### src/rtl/ysyx_24100012_pkg.sv
// Shared types and constants for the ysyx_24100012 instruction fetch path.
// Holds the fetch FSM encoding and the architectural reset PC.
package ysyx_24100012_pkg;

    typedef enum logic [1:0] {
        REQ  = 2'd0,
        WAIT = 2'd1,
        HOLD = 2'd2
    } ifu_state_t;

    localparam int unsigned INST_BYTES       = 4;
    localparam logic [31:0] RESET_PC_DEFAULT = 32'h8000_0000;

endpackage

### src/rtl/ysyx_24100012_ifu.sv
// Instruction fetch unit: keeps the PC, issues one fetch at a time and hands the word to decode.
// Performance counters are built only when YSYX_24100012_IFU_PERF_EN is defined.
module ysyx_24100012_ifu
    import ysyx_24100012_pkg::*;
#(
    parameter int unsigned           ADDR_WIDTH = 32,
    parameter int unsigned           DATA_WIDTH = 32,
    parameter logic [ADDR_WIDTH-1:0] RESET_PC   = ADDR_WIDTH'(RESET_PC_DEFAULT)
) (
    input  logic                  clk,
    input  logic                  rst,
    output logic                  mem_req_valid,
    input  logic                  mem_req_ready,
    output logic [ADDR_WIDTH-1:0] mem_req_addr,
    input  logic                  mem_resp_valid,
    input  logic [DATA_WIDTH-1:0] mem_resp_data,
    input  logic                  redirect_valid,
    input  logic [ADDR_WIDTH-1:0] redirect_pc,
    output logic                  out_valid,
    input  logic                  out_ready,
    output logic [DATA_WIDTH-1:0] out_inst,
    output logic [ADDR_WIDTH-1:0] out_pc
`ifdef YSYX_24100012_IFU_PERF_EN
    ,
    output logic [63:0]           perf_fetch_cnt,
    output logic [63:0]           perf_stall_cnt,
    output logic [63:0]           perf_flush_cnt
`endif
);

    ifu_state_t            state_q, state_d;
    logic [ADDR_WIDTH-1:0] pc_q, pc_d;
    logic                  discard_q, discard_d;
    logic [DATA_WIDTH-1:0] inst_q, inst_d;
    logic [ADDR_WIDTH-1:0] opc_q, opc_d;

    logic [ADDR_WIDTH-1:0] redirect_target;
    logic [ADDR_WIDTH-1:0] pc_next_seq;

    assign redirect_target = {redirect_pc[ADDR_WIDTH-1:2], 2'b00};
    assign pc_next_seq     = pc_q + ADDR_WIDTH'(INST_BYTES);

    // Request is suppressed while reset is held so memory never sees a fetch during reset.
    assign mem_req_valid = (state_q == REQ) && !rst;
    assign mem_req_addr  = pc_q;
    assign out_valid     = (state_q == HOLD) && !redirect_valid;
    assign out_inst      = inst_q;
    assign out_pc        = opc_q;

    always_comb begin
        state_d   = state_q;
        pc_d      = pc_q;
        discard_d = discard_q;
        inst_d    = inst_q;
        opc_d     = opc_q;
        unique case (state_q)
            REQ: begin
                if (mem_req_ready) begin
                    state_d = WAIT;
                end
                // A request accepted together with a redirect fetched the stale PC.
                if (redirect_valid) begin
                    pc_d = redirect_target;
                    if (mem_req_ready) begin
                        discard_d = 1'b1;
                    end
                end
            end
            WAIT: begin
                if (mem_resp_valid) begin
                    if (discard_q || redirect_valid) begin
                        discard_d = 1'b0;
                        state_d   = REQ;
                    end else begin
                        inst_d  = mem_resp_data;
                        opc_d   = pc_q;
                        state_d = HOLD;
                    end
                end else if (redirect_valid) begin
                    discard_d = 1'b1;
                end
                if (redirect_valid) begin
                    pc_d = redirect_target;
                end
            end
            HOLD: begin
                if (redirect_valid) begin
                    pc_d    = redirect_target;
                    state_d = REQ;
                end else if (out_ready) begin
                    pc_d    = pc_next_seq;
                    state_d = REQ;
                end
            end
            default: begin
                state_d   = REQ;
                discard_d = 1'b0;
            end
        endcase
    end

    always_ff @(posedge clk or posedge rst) begin
        if (rst) begin
            state_q   <= REQ;
            pc_q      <= RESET_PC;
            discard_q <= 1'b0;
            inst_q    <= '0;
            opc_q     <= '0;
        end else begin
            state_q   <= state_d;
            pc_q      <= pc_d;
            discard_q <= discard_d;
            inst_q    <= inst_d;
            opc_q     <= opc_d;
        end
    end

`ifdef YSYX_24100012_IFU_PERF_EN
    logic [63:0] fetch_cnt_q, fetch_cnt_d;
    logic [63:0] stall_cnt_q, stall_cnt_d;
    logic [63:0] flush_cnt_q, flush_cnt_d;

    always_comb begin
        fetch_cnt_d = fetch_cnt_q + 64'(out_valid && out_ready);
        stall_cnt_d = stall_cnt_q
                    + 64'((state_q == WAIT) || ((state_q == HOLD) && !out_ready));
        flush_cnt_d = flush_cnt_q + 64'(redirect_valid && (state_q != REQ));
    end

    always_ff @(posedge clk or posedge rst) begin
        if (rst) begin
            fetch_cnt_q <= '0;
            stall_cnt_q <= '0;
            flush_cnt_q <= '0;
        end else begin
            fetch_cnt_q <= fetch_cnt_d;
            stall_cnt_q <= stall_cnt_d;
            flush_cnt_q <= flush_cnt_d;
        end
    end

    assign perf_fetch_cnt = fetch_cnt_q;
    assign perf_stall_cnt = stall_cnt_q;
    assign perf_flush_cnt = flush_cnt_q;
`endif

    // Memory must only answer while a fetch is outstanding; stray responses are dropped.
    a_resp_only_in_wait : assert property (
        @(posedge clk) disable iff (rst) mem_resp_valid |-> (state_q == WAIT)
    );

    a_hold_stable : assert property (
        @(posedge clk) disable iff (rst)
        (state_q == HOLD) && !redirect_valid && !out_ready |=> $stable(inst_q) && $stable(opc_q)
    );

endmodule

### config.mk
export PLATFORM = sky130hd
export DESIGN_NAME = ysyx_24100012_ifu
export DESIGN_NICKNAME = d
export VERILOG_FILES = /design/src/rtl/ysyx_24100012_pkg.sv /design/src/rtl/ysyx_24100012_ifu.sv
export SDC_FILE = /design/constraint.sdc
export NUM_CORES = 1
export LEC_CHECK = 0
export BUFFER_PORTS_ARGS = -buffer_cell sky130_fd_sc_hd__buf_2
export CORE_MARGIN = 2
export CORE_UTILIZATION = 24
export DETAILED_ROUTE_END_ITERATION = 6
export REMOVE_ABC_BUFFERS = 1
export SYNTH_ARGS = -nofsm -noshare
export SYNTH_HDL_FRONTEND = slang
export SYNTH_SLANG_ARGS = --single-unit
### constraint.sdc
create_clock -name clk -period 2.9 [get_ports clk]
set_input_delay 0.29 -clock clk [delete_from_list [all_inputs] [get_ports clk]]
set_output_delay 0.29 -clock clk [all_outputs]
set_load 0.02 [all_outputs]
### Yosys cells after proc, flatten, opt, wreduce, memory -nomap -nowiden

Cells that the tools add are included.

* add/subtract/negate cells: 1
* equal/unequal tests: 9
* muxes and demuxes: 16
* bitwise gates (word level): 2
* reduce and logical (&&, ||, !) cells: 12

Operator list (count)
* $mux W32: 3
* $pmux W32 S2: 1
* $add A32 B3 Y32 const B: 1
* $mux W2: 5
* $ne A3 B3 Y1 const B: 3
* $reduce_and A3 Y1: 3
* $ne A2 B2 Y1 const B: 3
* $pmux W2 S3: 1
* $mux W1: 5
* $reduce_and A5 Y1: 1
* $pmux W1 S3: 1
* $eq A2 B1 Y1 const B: 1
* $eq A2 B2 Y1 const B: 1
* $logic_and A1 B1 Y1: 2
* $logic_not A1 Y1: 2
* $logic_not A2 Y1: 1
* $ne A2 B1 Y1 const B: 1
* $not A1 Y1: 2
* $reduce_bool A2 Y1: 1
* $reduce_or A2 Y1: 1
* $logic_or A1 B1 Y1: 1

* bits in registers: 99
* bits of input ports: 70
* output and inout port bits: 98
* logic and storage cells: 45

### Longest topological paths before layout

Gate-level depths: netlist of run 1.

* depth in word-level cells: 4
* mapped depth: 9
* depth with buffers taken out: 5

### Least setup slack after synthesis of run 1

Ideal clock, no wire load.

* path kind: reg-to-reg
* start: reg pc_q[2] (netlist: mem_req_addr[2])
* end: reg pc_q[24] (netlist: mem_req_addr[24])
* library setup time: 0.069 ns
* arrival: 2.146 ns
* required time: 2.831 ns
* path slack: 0.685 ns
* cell stages (with the launch flop): 7
* buffers on the path: 1
* clock period less this slack: 2.215 ns
* cells stage by stage: dfrtp_1 > ha_1 > nand3_1 > or4_1 > clkbuf_1 > or4_1 > nand3_1

* longest elaborated chain between the ends: 4

Ends and longest elaborated chain
* from (decl): RTL line ysyx_24100012_ifu.sv:32 `logic [ADDR_WIDTH-1:0] pc_q, pc_d;`
* from (signal assigned): RTL line ysyx_24100012_ifu.sv:111 `pc_q <= pc_d;`
* $add A32 B3 Y32: RTL line ysyx_24100012_ifu.sv:41 `assign pc_next_seq = pc_q + ADDR_WIDTH'(INST_BYTES);`
* $mux W32: RTL line ysyx_24100012_ifu.sv:90 `end else if (out_ready) begin`
* $mux W32: RTL line ysyx_24100012_ifu.sv:87 `if (redirect_valid) begin`
* $pmux W32 S2: RTL line ysyx_24100012_ifu.sv:56 `unique case (state_q)`

Every way passes these cells. The select of a mux whose other input is x is not followed.
A chain may end at the register's enable or synchronous reset.

### Worst setup path in the final report of run 1

* start: reg pc_q[3] (netlist: mem_req_addr[3])
* end: reg pc_q[24] (netlist: mem_req_addr[24])

The elaborated chain is that of the path after synthesis.

==> results.txt, run 1 <==
The worst path needs 2.38 ns of the cycle, external delays included. In the synthesized netlist the async set-or-reset flop fraction comes to 100%. The number of nets still failing antenna checks after routing was 0. From synthesis to final layout, the design area changed by 30.6%.

For this block, the via count after detailed routing is 3829. The tools report the aggregate global routing overflow as 0. Summed over all cells, the static leakage comes to 2.68 nW. The tree is rooted in a sky130_fd_sc_hd__clkbuf_16. TritonCTS created 9 clock buffers. The count of buffers inserted at the top-level ports works out to 161. In this run the worst path has a maximum fanout of 7. Post-CTS repair changed the size of 0 cells. The run gives 3.19 ns as the data required time of the worst path. The overall die area came out at 0.0202 mm2.

Max-cap violations in this run came to 0. Setup repair after global routing left no endpoint under its margin. The maximum number of pins on one net before global-route repair was 63; the routability-driven placement congestion ratio was 0.798. Flip-flop cell with the highest count after synthesis: sky130_fd_sc_hd__dfrtp_1. The worst setup slack before clock tree synthesis is 0.527 ns, and the top-level I/O count is 168. Global-route wire length before repair: 20.5 mm. Summing all placed instances gives a cell area of 0.00566 mm2. The Yosys step of the flow raised 0 warnings.

Average wire length per cell after detail routing: 16.2 um. Once the floorplan was initialized, standard cells occupied 24.5% of the core. The worst-case IR drop observed on VDD is 337 uV. Summing every instance area after synthesis gives 0.00458 mm2. The tools report the via count of the first global-routing pass as 3639. The overall routing resource usage was 13.1%. Power comes to 5.37 mW.

Later-pin clock latency in the skew report: 0.36 ns. The clock-pin slew reported for the worst setup and hold paths after clock tree synthesis is 0.07 ns. The maximum count of clock buffers along a single path was 2. Number of failing setup endpoints in the final timing report: 0. The final-report max-slew violation count came out at 0. Number of antenna violations at the first check in global routing: 1. The number of different library cells used by synthesis comes to 51. The run gives 51.9% as the part of the Yosys area used for sequential elements.

The final layout contains 636 nets. STA classifies the critical path startpoint as a register. Once detailed placement completed, the half-perimeter wirelength came to 9.42 mm. For the number of hold-slack violations in the final timing report, the log shows 0. Between clock sinks in the finished design, the worst skew comes to 0.00819 ns. The logs give 3 for the total number of H-tree levels and 45.1% for the remaining max-slew budget at the tightest pin.

Count of TritonRoute iterations in the first routing pass: 4. The worst hold path belongs to the class in2async. Wires add up to 13.0 mm. The mean area per synthesized cell is 11.1 um2, and the count of mapped cells out of synthesis is 411. The flip-flop and latch count after synthesis was 95.

At the pin with the least slew margin, the transition time is 0.824 ns. TritonCTS built the clock tree. The worst setup path is of the reg2reg kind. STA classifies the critical path endpoint as a register. The run gives 0 as the number of buffers inserted for hold repair after clock tree synthesis. Based on the critical path, the design can be clocked at up to 420 MHz. The final non-filler cell area came out at 0.00598 mm2. The detail-routed via count per cell is 4.76, and the number of synthesized flops with an enable pin is 0. The part of the cycle the worst path needs was 82.1%; the number of post-CTS setup repair buffers was 0.

The run finished with clean final reports. The CTS sink count was 95. In this run, the number of DRC markers left after iteration 0 of detailed routing was 252. After detailed routing, the number of remaining DRC violations is 0.

Setup slack closes at 0.519 ns. For the data arrival time of the critical path, the log shows 2.67 ns. Power spread over the standard cell area amounts to 897 mW/mm2. The standard-cell row count was 50; the total core area was 0.0187 mm2.

The die is 142 um tall. The layout cell share with drive strength beyond 1 came out at 46.0%. In this run the horizontal extent of the chip is 142 um.
## cell type report
| type | count | area [um2] |
|---|---|---|
| timing repair buffer | 174 | 928 |
| clock inverter | 7 | 95.1 |
| sequential | 95 | 2380 |
| multi-input combinational | 269 | 2000 |
| inverter | 16 | 62.6 |
| clock buffer | 9 | 225 |
| antenna | 1 | 2.50 |
| tap | 234 | 293 |
| fill | 1918 | 12700 |
## through the flow
step	std cells	TNS, ns	utilization (%)	hold slack (ns)
after floorplan	380	-0.0829	-	0.390
after global placement	788	0	30.3	0.483
after detailed placement	788	0	30.3	0.489
after CTS	804	0	32.0	0.143
after global routing	804	0	32.0	0.147
final	805	0	32.0	0.104
## Yosys cell counts, types with 6 or more instances
cell / count / share of area, %
sky130_fd_sc_hd__dfrtp_1: 94 / 51
sky130_fd_sc_hd__nor2_1: 13 / 1.1
sky130_fd_sc_hd__o21ai_0: 9 / 0.98
sky130_fd_sc_hd__nand3_1: 18 / 2.0
sky130_fd_sc_hd__a21oi_1: 26 / 2.8
sky130_fd_sc_hd__nor3_1: 15 / 1.6
sky130_fd_sc_hd__nand4_1: 10 / 1.4
sky130_fd_sc_hd__buf_2: 12 / 1.3
sky130_fd_sc_hd__clkbuf_1: 12 / 0.98
sky130_fd_sc_hd__nand2_1: 17 / 1.4
sky130_fd_sc_hd__a211oi_1: 13 / 2.1
sky130_fd_sc_hd__inv_1: 16 / 1.3
sky130_fd_sc_hd__o22ai_1: 6 / 0.82
sky130_fd_sc_hd__mux2_2: 65 / 16
## sequential cells by signal, indices dropped and copies added (netlist names)
name,count
out_inst,32
mem_req_addr,30
out_pc,30
state_q,2
discard_q,1
## power by group
group          leakage [nW]  internal, mW  switching [mW]  total (mW)
sequential             1.12          1.82           0.299        2.12
combinational          1.40         0.790            1.15        1.94
clock                 0.156         0.759           0.552        1.31
total                  2.68          3.37            2.00        5.37
## layout by cell type (no fill, tap or decap), drive strengths merged, types with 11 or more instances in the layout
cell	instances
a211oi	13
a21oi	26
nor3	15
nand4	11
nand3	18
nand2	17
dfrtp	94
nor2	13
mux2	65
inv	18
buf	174
## path summary, 6_finish.rpt
check	startpoint	to	slack [ns]	cells past startpoint
min in group clk	mem_resp_data[31]	out_inst[31]	0.16	2
worst max register to register	mem_req_addr[3]	mem_req_addr[24]	0.52	5
worst max-delay path	mem_req_addr[3]	mem_req_addr[24]	0.52	5
max in group asynchronous	rst	out_inst[0]	2.12	3
worst min-delay path	rst	out_pc[18]	0.10	2
worst min register to register	out_inst[16]	out_inst[16]	0.50	1
## critical path: stages (launching register included)
cell and delay [ns]:
sky130_fd_sc_hd__dfrtp_1 0.45, sky130_fd_sc_hd__ha_1 0.25, sky130_fd_sc_hd__nand3_1 0.26, sky130_fd_sc_hd__or4_1 0.74
sky130_fd_sc_hd__or4_1 0.51, sky130_fd_sc_hd__nand3_1 0.11
## cells by family (layout without fill, tap and decap cells)
group / after synthesis / count (layout) / share of synthesized area [%]
multiplexers: 68 / 68 / 16.6
flip-flops: 95 / 95 / 51.9
AO/OA/AOI/OAI: 92 / 92 / 13.5
other: 1 / 5 / 0.0818
buffers and inverters: 50 / 206 / 4.86
AND/OR/NAND/NOR: 104 / 104 / 12.7
adder cells (fa/ha/maj): 1 / 1 / 0.273
## metal layers
layer / part of all wire (%) / global-route usage [%]
met1: 46 / 17.9
met2: 47 / 20.3
met3: 6.0 / 3.26
met4: 1.5 / 4.74
met5: 0 / 0
Power figures use the tool's default switching activity.
==> run 2, diff against run 1 <==
==> constraint.sdc (replaced) <==
create_clock -name clk -period 2.2 [get_ports clk]
set_input_delay 0.22 -clock clk [delete_from_list [all_inputs] [get_ports clk]]
set_output_delay 0.22 -clock clk [all_outputs]
set_load 0.02 [all_outputs]
==> results.txt, run 2 (same netlist as run 1, synthesis figures left out) <==
The run finished with clean final reports. Across the VDD grid, the largest voltage drop is 527 uV. The library cell used most frequently in the layout, excluding fill and tap cells, is sky130_fd_sc_hd__buf_2. The data required time of the worst path was 1.98 ns; the top-level I/O count was 168.

The average wire length per cell after detail routing is 15.9 um. The violation count after the first detailed-route iteration is 233. The tools report the diode insertion count for antenna repair as 0. After clock tree synthesis, the setup repair step added 0 buffers.

The startpoint type of the worst setup path was a register. The via count of the first global-routing pass is 3680, and the total number of H-tree levels is 3. After global routing the overflow that remains totals 0. Setup slack on the critical path of the routed design comes to 0.162 ns. Part of the cycle the worst path needs: 92.6%. The count of TritonRoute iterations in the first routing pass is 4. The endpoint of the worst-slack reg-to-reg timing path was mem_req_addr[24]. The first global-routing pass estimated 20.5 mm of wire. Setup violations remaining at the end of the flow were counted as 0. Prior to clock tree synthesis, the placed netlist has a worst setup slack of 0.195 ns. The design draws 7.35 mW. Entering global routing, the biggest net connects 43 pins. The overall die area came out at 0.0202 mm2. The tools report the sort of element at the end of the critical path as an output pin. In this run the critical register-to-register path is launched from mem_req_addr[2].

For the later-pin clock latency in the skew report, the log shows 0.35 ns. In the routed layout, each cell is associated on average with a via count of 4.81. TritonCTS built the clock tree. The final critical-path required period works out to 2.04 ns. Setup repair after global routing left no endpoint under its margin. Counting instances, the worst hold path has a depth of 2. For flop-to-flop paths, the worst setup slack is 0.19 ns.

For the final routed DRC violation total, the log shows 0. The die is 142 um tall. The register with the most flip-flops in the layout has 32 of them. The overall routing resource usage was 13.1%; the count of buffers inserted at the top-level ports was 161. Fill cells in the final layout number 1906. Summed over all layers, the routed wires come to 13.1 mm. The critical path in this run is classified as reg2out.

After the last flow step, the layout net total stands at 655. Measured in cells, the most critical reg-to-reg path has a length of 5. The total CTS buffers is 9, and the remaining max-slew budget at the tightest pin is 52.3%.

Final non-filler cell area: 0.00620 mm2. In the final layout, the share of cells above drive strength 1 is 47.5%. For this design the static power due to leakage is 2.80 nW. Of all nets on the critical path, the largest fanout is 36.

Routability-driven placement congestion ratio: 0.782. CTS saw 95 sinks. The core region is 0.0187 mm2. The logs give 1 for the number of antenna violations at the first check in global routing and 0.0112 ns for the setup skew after layout.

The tools report the final-report max-slew violation count as 0. The total power divided by cell area came out at 1190 mW/mm2. For this run, the top clock speed supported by timing is 491 MHz.

At the pin with the least slew margin, the transition time is 0.709 ns. In this run the remaining antenna-violating nets after routing total 0. For hold timing, the worst endpoint is out_inst[5].

Registers take 0.00238 mm2. Type of the tightest min-delay check: in2reg. Clock tree synthesis selected as its root buffer the cell sky130_fd_sc_hd__clkbuf_16. The multi-input gate area in the final layout came out at 0.00200 mm2. The routed layout has 3955 vias. The library cells used most frequently in the layout, excluding fill and tap cells, are sky130_fd_sc_hd__buf_2 (161), sky130_fd_sc_hd__dfrtp_1 (94), sky130_fd_sc_hd__mux2_2 (65).

In this run the core area contains 50 standard-cell rows. The area growth from synthesis to layout is 35.3%. The half-perimeter wire length after placement was 9.56 mm. The die outline width works out to 142 um.

Max-cap violations in this run came to 0. For the worst setup path, the data arrival time is 1.82 ns. Clock-pin slew was measured on the worst setup and hold paths at 0.07 ns.

Once the floorplan was initialized, standard cells occupied 24.5% of the core. For the placed standard-cell area, the log shows 0.00582 mm2. No sink is reached through more buffers than the 2 on the longest clock path. For the number of hold-slack violations in the final timing report, the log shows 0. The worst hold path begins at mem_resp_data[5].
run 2: changes by cell type in the layout (fill, tap and decap cells not counted), sizes merged:
cell         previous run  this run
clkinvlp                1         0
buf                   174       192
bufinv                  2         4
diode                   1         0
dlygate4sd3             0         1
clkinv                  2         1
run 2: how the worst max path moves through the flow:
stage                       endpoint  cells past startpoint             from
floorplan           mem_req_addr[24]                      5       state_q[1]
global placement    mem_req_addr[24]                      5  mem_req_addr[2]
detailed placement  mem_req_addr[24]                      5  mem_req_addr[2]
CTS                        out_valid                      4       state_q[1]
global route        mem_req_addr[26]                      5  mem_req_addr[2]
finish                     out_valid                      4       state_q[1]
run 2: per-layer routing:
metal	up-vias	global-route usage, %	wire length, um
met5	-	0	0
met4	0	3.16	122
met3	12	3.84	778
met2	121	20.1	6000
met1	1947	18.2	6210
li1	1875	-	-
run 2: worst max-delay path, cell delays in order (launching register included):
cell and delay [ns]:
sky130_fd_sc_hd__dfrtp_1 0.42, sky130_fd_sc_hd__or3b_2 0.47, sky130_fd_sc_hd__inv_1 0.15, sky130_fd_sc_hd__buf_12 0.21, sky130_fd_sc_hd__buf_2 0.20
run 2: per-stage QoR:
stage	std cells	TNS, ns	util (%)	hold WS, ns
finish	823	0	33.1	0.0932
global route	823	0	33.1	0.0753
CTS	823	0	33.1	0.0771
detailed placement	806	0	31.1	0.320
global placement	806	0	31.1	0.317
floorplan	380	-97.73	-	0.320
run 2: power by group:
group          switching, mW  internal (mW)
logic                   1.56           1.09
clock network          0.717           1.23
registers              0.349           2.40
total                   2.63           4.72
run 2: cell type report:
type | count | area share [%]
multi-input combinational | 269 | 32.2
timing repair buffer | 193 | 17.7
sequential | 95 | 38.4
clock buffer | 9 | 3.63
clock inverter | 7 | 2.30
tap | 234 | 4.72
inverter | 16 | 1.01
run 2: timing repair:
| item | CTS | global route |
|---|---|---|
| hold endpoints to repair | 35 | 0 |
| hold buffers | 1 | 0 |
| resized for setup | 0 | 0 |
==> run 3, diff against run 2 <==
--- a/config.mk
+++ b/config.mk
@@ -7,8 +7,9 @@
 export LEC_CHECK = 0
 export BUFFER_PORTS_ARGS = -buffer_cell sky130_fd_sc_hd__buf_2
 export CORE_MARGIN = 2
-export CORE_UTILIZATION = 24
+export CORE_UTILIZATION = 45
 export DETAILED_ROUTE_END_ITERATION = 6
+export PLACE_DENSITY = 0.77
 export REMOVE_ABC_BUFFERS = 1
 export SYNTH_ARGS = -nofsm -noshare
 export SYNTH_HDL_FRONTEND = slang
==> constraint.sdc (replaced) <==
create_clock -name clk -period 1.8 [get_ports clk]
set_input_delay 0.18 -clock clk [delete_from_list [all_inputs] [get_ports clk]]
set_output_delay 0.18 -clock clk [all_outputs]
set_load 0.02 [all_outputs]
==> results.txt, run 3 (same netlist as run 1, synthesis figures left out) <==
The number of antenna violations at the first check in global routing is 0. Via count of the first global-routing pass: 4361. The final critical-path required period works out to 1.79 ns. Pin placement for this block handled 168 I/O pins. The run gives 95 as the CTS sink count. The flow ran to the end, and the final reports show no timing, DRC or antenna violations. The clock root buffer is sky130_fd_sc_hd__clkbuf_8. The layout has 785 filler cells. The fmax came out at 558 MHz.

For the total number of H-tree levels, the log shows 3. The most common library cell in the layout ignoring fill and taps was sky130_fd_sc_hd__buf_2. In this run the deepest clock path goes through 2 buffers. The number of placed instances, taps included, is 731. The total area inside the core boundary comes to 0.00982 mm2. The final-report max-slew violation count is 0. TritonCTS built the clock tree. The layout cell share with drive strength beyond 1 works out to 54.2%. The maximum number of pins on one net before global-route repair was 42. The worst pin sits at a relative slew slack of 56.0%. The congestion estimate from routability-driven global placement came to 0.912.

After floorplanning, the core was divided into 36 placement rows. The number of hold-slack violations in the final timing report was 0; the area added between synthesis and finish was 39.4%. The aggregate global routing overflow was 0; the share of the core filled with cells in the final layout was 65.1%. Setup skew after layout: 0.0168 ns. The run gives 9.51 mm as the half-perimeter wire length after placement.

The final cell count without fillers is 753, and the diode insertion count for antenna repair is 0. The data required time of the worst path came out at 2.12 ns. The detail route stage leaves a number of antenna-violating nets equal to 0. The worst hold path belongs to the class in2reg. The detailed router finished its first iteration with 253 violations. The worst setup path is captured at a register. In the layout the commonest cells are sky130_fd_sc_hd__buf_2 (160), sky130_fd_sc_hd__dfrtp_1 (93), sky130_fd_sc_hd__mux2_2 (65). The first TritonRoute pass finished after 4 iterations. The clock reaches the later pin of the worst-skew pair after 0.38 ns. Registers take 0.00238 mm2. For the final routed DRC violation total, the log shows 0. For this run, the total global-route usage over all layers was measured as 24.4%. Overall die area: 0.0110 mm2.

At the end of the flow, the number of nets in the layout was 686. Clock-pin slew reported for the worst setup and hold paths after clock tree synthesis: 0.10 ns. The die outline width was 105 um; the worst-path maximum fanout was 4.

Setup violations remaining at the end of the flow were counted as 0. In this run the vertical extent of the chip is 105 um. Max-cap violations in this run came to 0. The measured slew at the worst slew-check pin is 0.655 ns. For the worst setup path, the data arrival time is 2.11 ns. The effective utilization at floorplan was 46.7%. Number of flip-flops in the largest register: 32.

The global-route wire length before repair came out at 21.6 mm. The startpoint type of the worst setup path is a register. Setup repair after global routing could not meet its margin everywhere. Dividing the detail-routed wire length by the instance count gives 17.9 um. The multi-input combinational cells in the finished layout cover a total of 0.00215 mm2.

The setup path with the least slack is of type reg2reg. TritonCTS created 9 clock buffers. The part of the cycle the worst path needs came out at 99.5%. The total power divided by cell area is 1330 mW/mm2, and the routed wire length is 13.5 mm.

The detail-routed via count per cell was 5.64. Input and output buffers added on the ports amount to 161. The total leakage power came out at 2.95 nW.

The maximum resistive drop on vdd was 787 uV; the number of vias in the routed layout was 4244.
==> run 3: cell types whose count changed in the layout (fill, tap and decap cells not counted), sizes merged <==
| cell | delta |
|---|---|
| buf | +30 |
| bufbuf | +1 |
| bufinv | -2 |
| clkinvlp | +2 |
==> run 3: per-stage QoR <==
| step | setup TNS (ns) | hold WS, ns | power (mW) | setup slack, ns | instance area [um2] |
|---|---|---|---|---|---|
| final | 0 | 0.0251 | 8.47 | 0.00843 | 6390 |
| after global routing | -0.240 | 0.0212 | 8.90 | -0.0561 | 6390 |
| after CTS | 0 | 0.0206 | 8.43 | 0.00242 | 6210 |
| after detailed placement | -0.130 | 0.245 | 6.81 | -0.0799 | 5900 |
| after global placement | -0.0591 | 0.241 | 6.66 | -0.0542 | 5900 |
| after floorplan | -168.95 | 0.280 | 5.41 | -1.14 | 4430 |
==> run 3: path summary, 6_finish.rpt <==
kind	from	endpoint	slack, ns	depth (start not counted)
max in group asynchronous	rst	mem_req_addr[4]	0.77	4
min in group asynchronous	rst	state_q[0]	0.38	3
worst max register to register	mem_req_addr[3]	mem_req_addr[24]	0.008	5
worst min-delay path	mem_resp_data[20]	out_inst[20]	0.03	2
worst min register to register	out_inst[16]	out_inst[16]	0.51	1
worst max-delay path	mem_req_addr[3]	mem_req_addr[24]	0.008	5
==> run 3: area by class of cell <==
cell class              count  area share, %
clock buffers               9           1.94
clock inverters             7           1.63
inverters                  16          0.979
multi-input cells         269           33.7
flip-flops and latches     95           37.3
well taps                 133           2.60
repair buffers            224           21.9
==> run 3: timing repair <==
action / 4_1_cts / 5_1_grt
endpoints found under the setup margin: 7 / 23
buffers inserted: 1 / 3
gates cloned: 1 / 0
pin swaps: 4 / 10
hold buffers: 1 / 0
gates resized for setup: 9 / 32
hold endpoints to repair: 33 / 0
==> run 3: critical path, cell delays in order (launching register included) <==
cell and delay (ns):
sky130_fd_sc_hd__dfrtp_1 0.42, sky130_fd_sc_hd__ha_4 0.16, sky130_fd_sc_hd__nand3_2 0.08, sky130_fd_sc_hd__or4_4 0.55, sky130_fd_sc_hd__or4_4 0.43, sky130_fd_sc_hd__nand3_2 0.08
==> run 3: power by group <==
| part | leakage [nW] | internal [mW] | switching [mW] |
|---|---|---|---|
| logic | 1.72 | 1.46 | 2.04 |
| registers | 1.12 | 2.93 | 0.426 |
| clock network | 0.108 | 0.799 | 0.814 |
==> run 3: routing by layer <==
metal	up-vias	global-route usage (%)	wire length, um
met5	-	0	0
met4	0	11.1	320
met3	25	4.18	733
met2	175	43.0	7100
met1	2112	29.0	5350
li1	1932	-	-
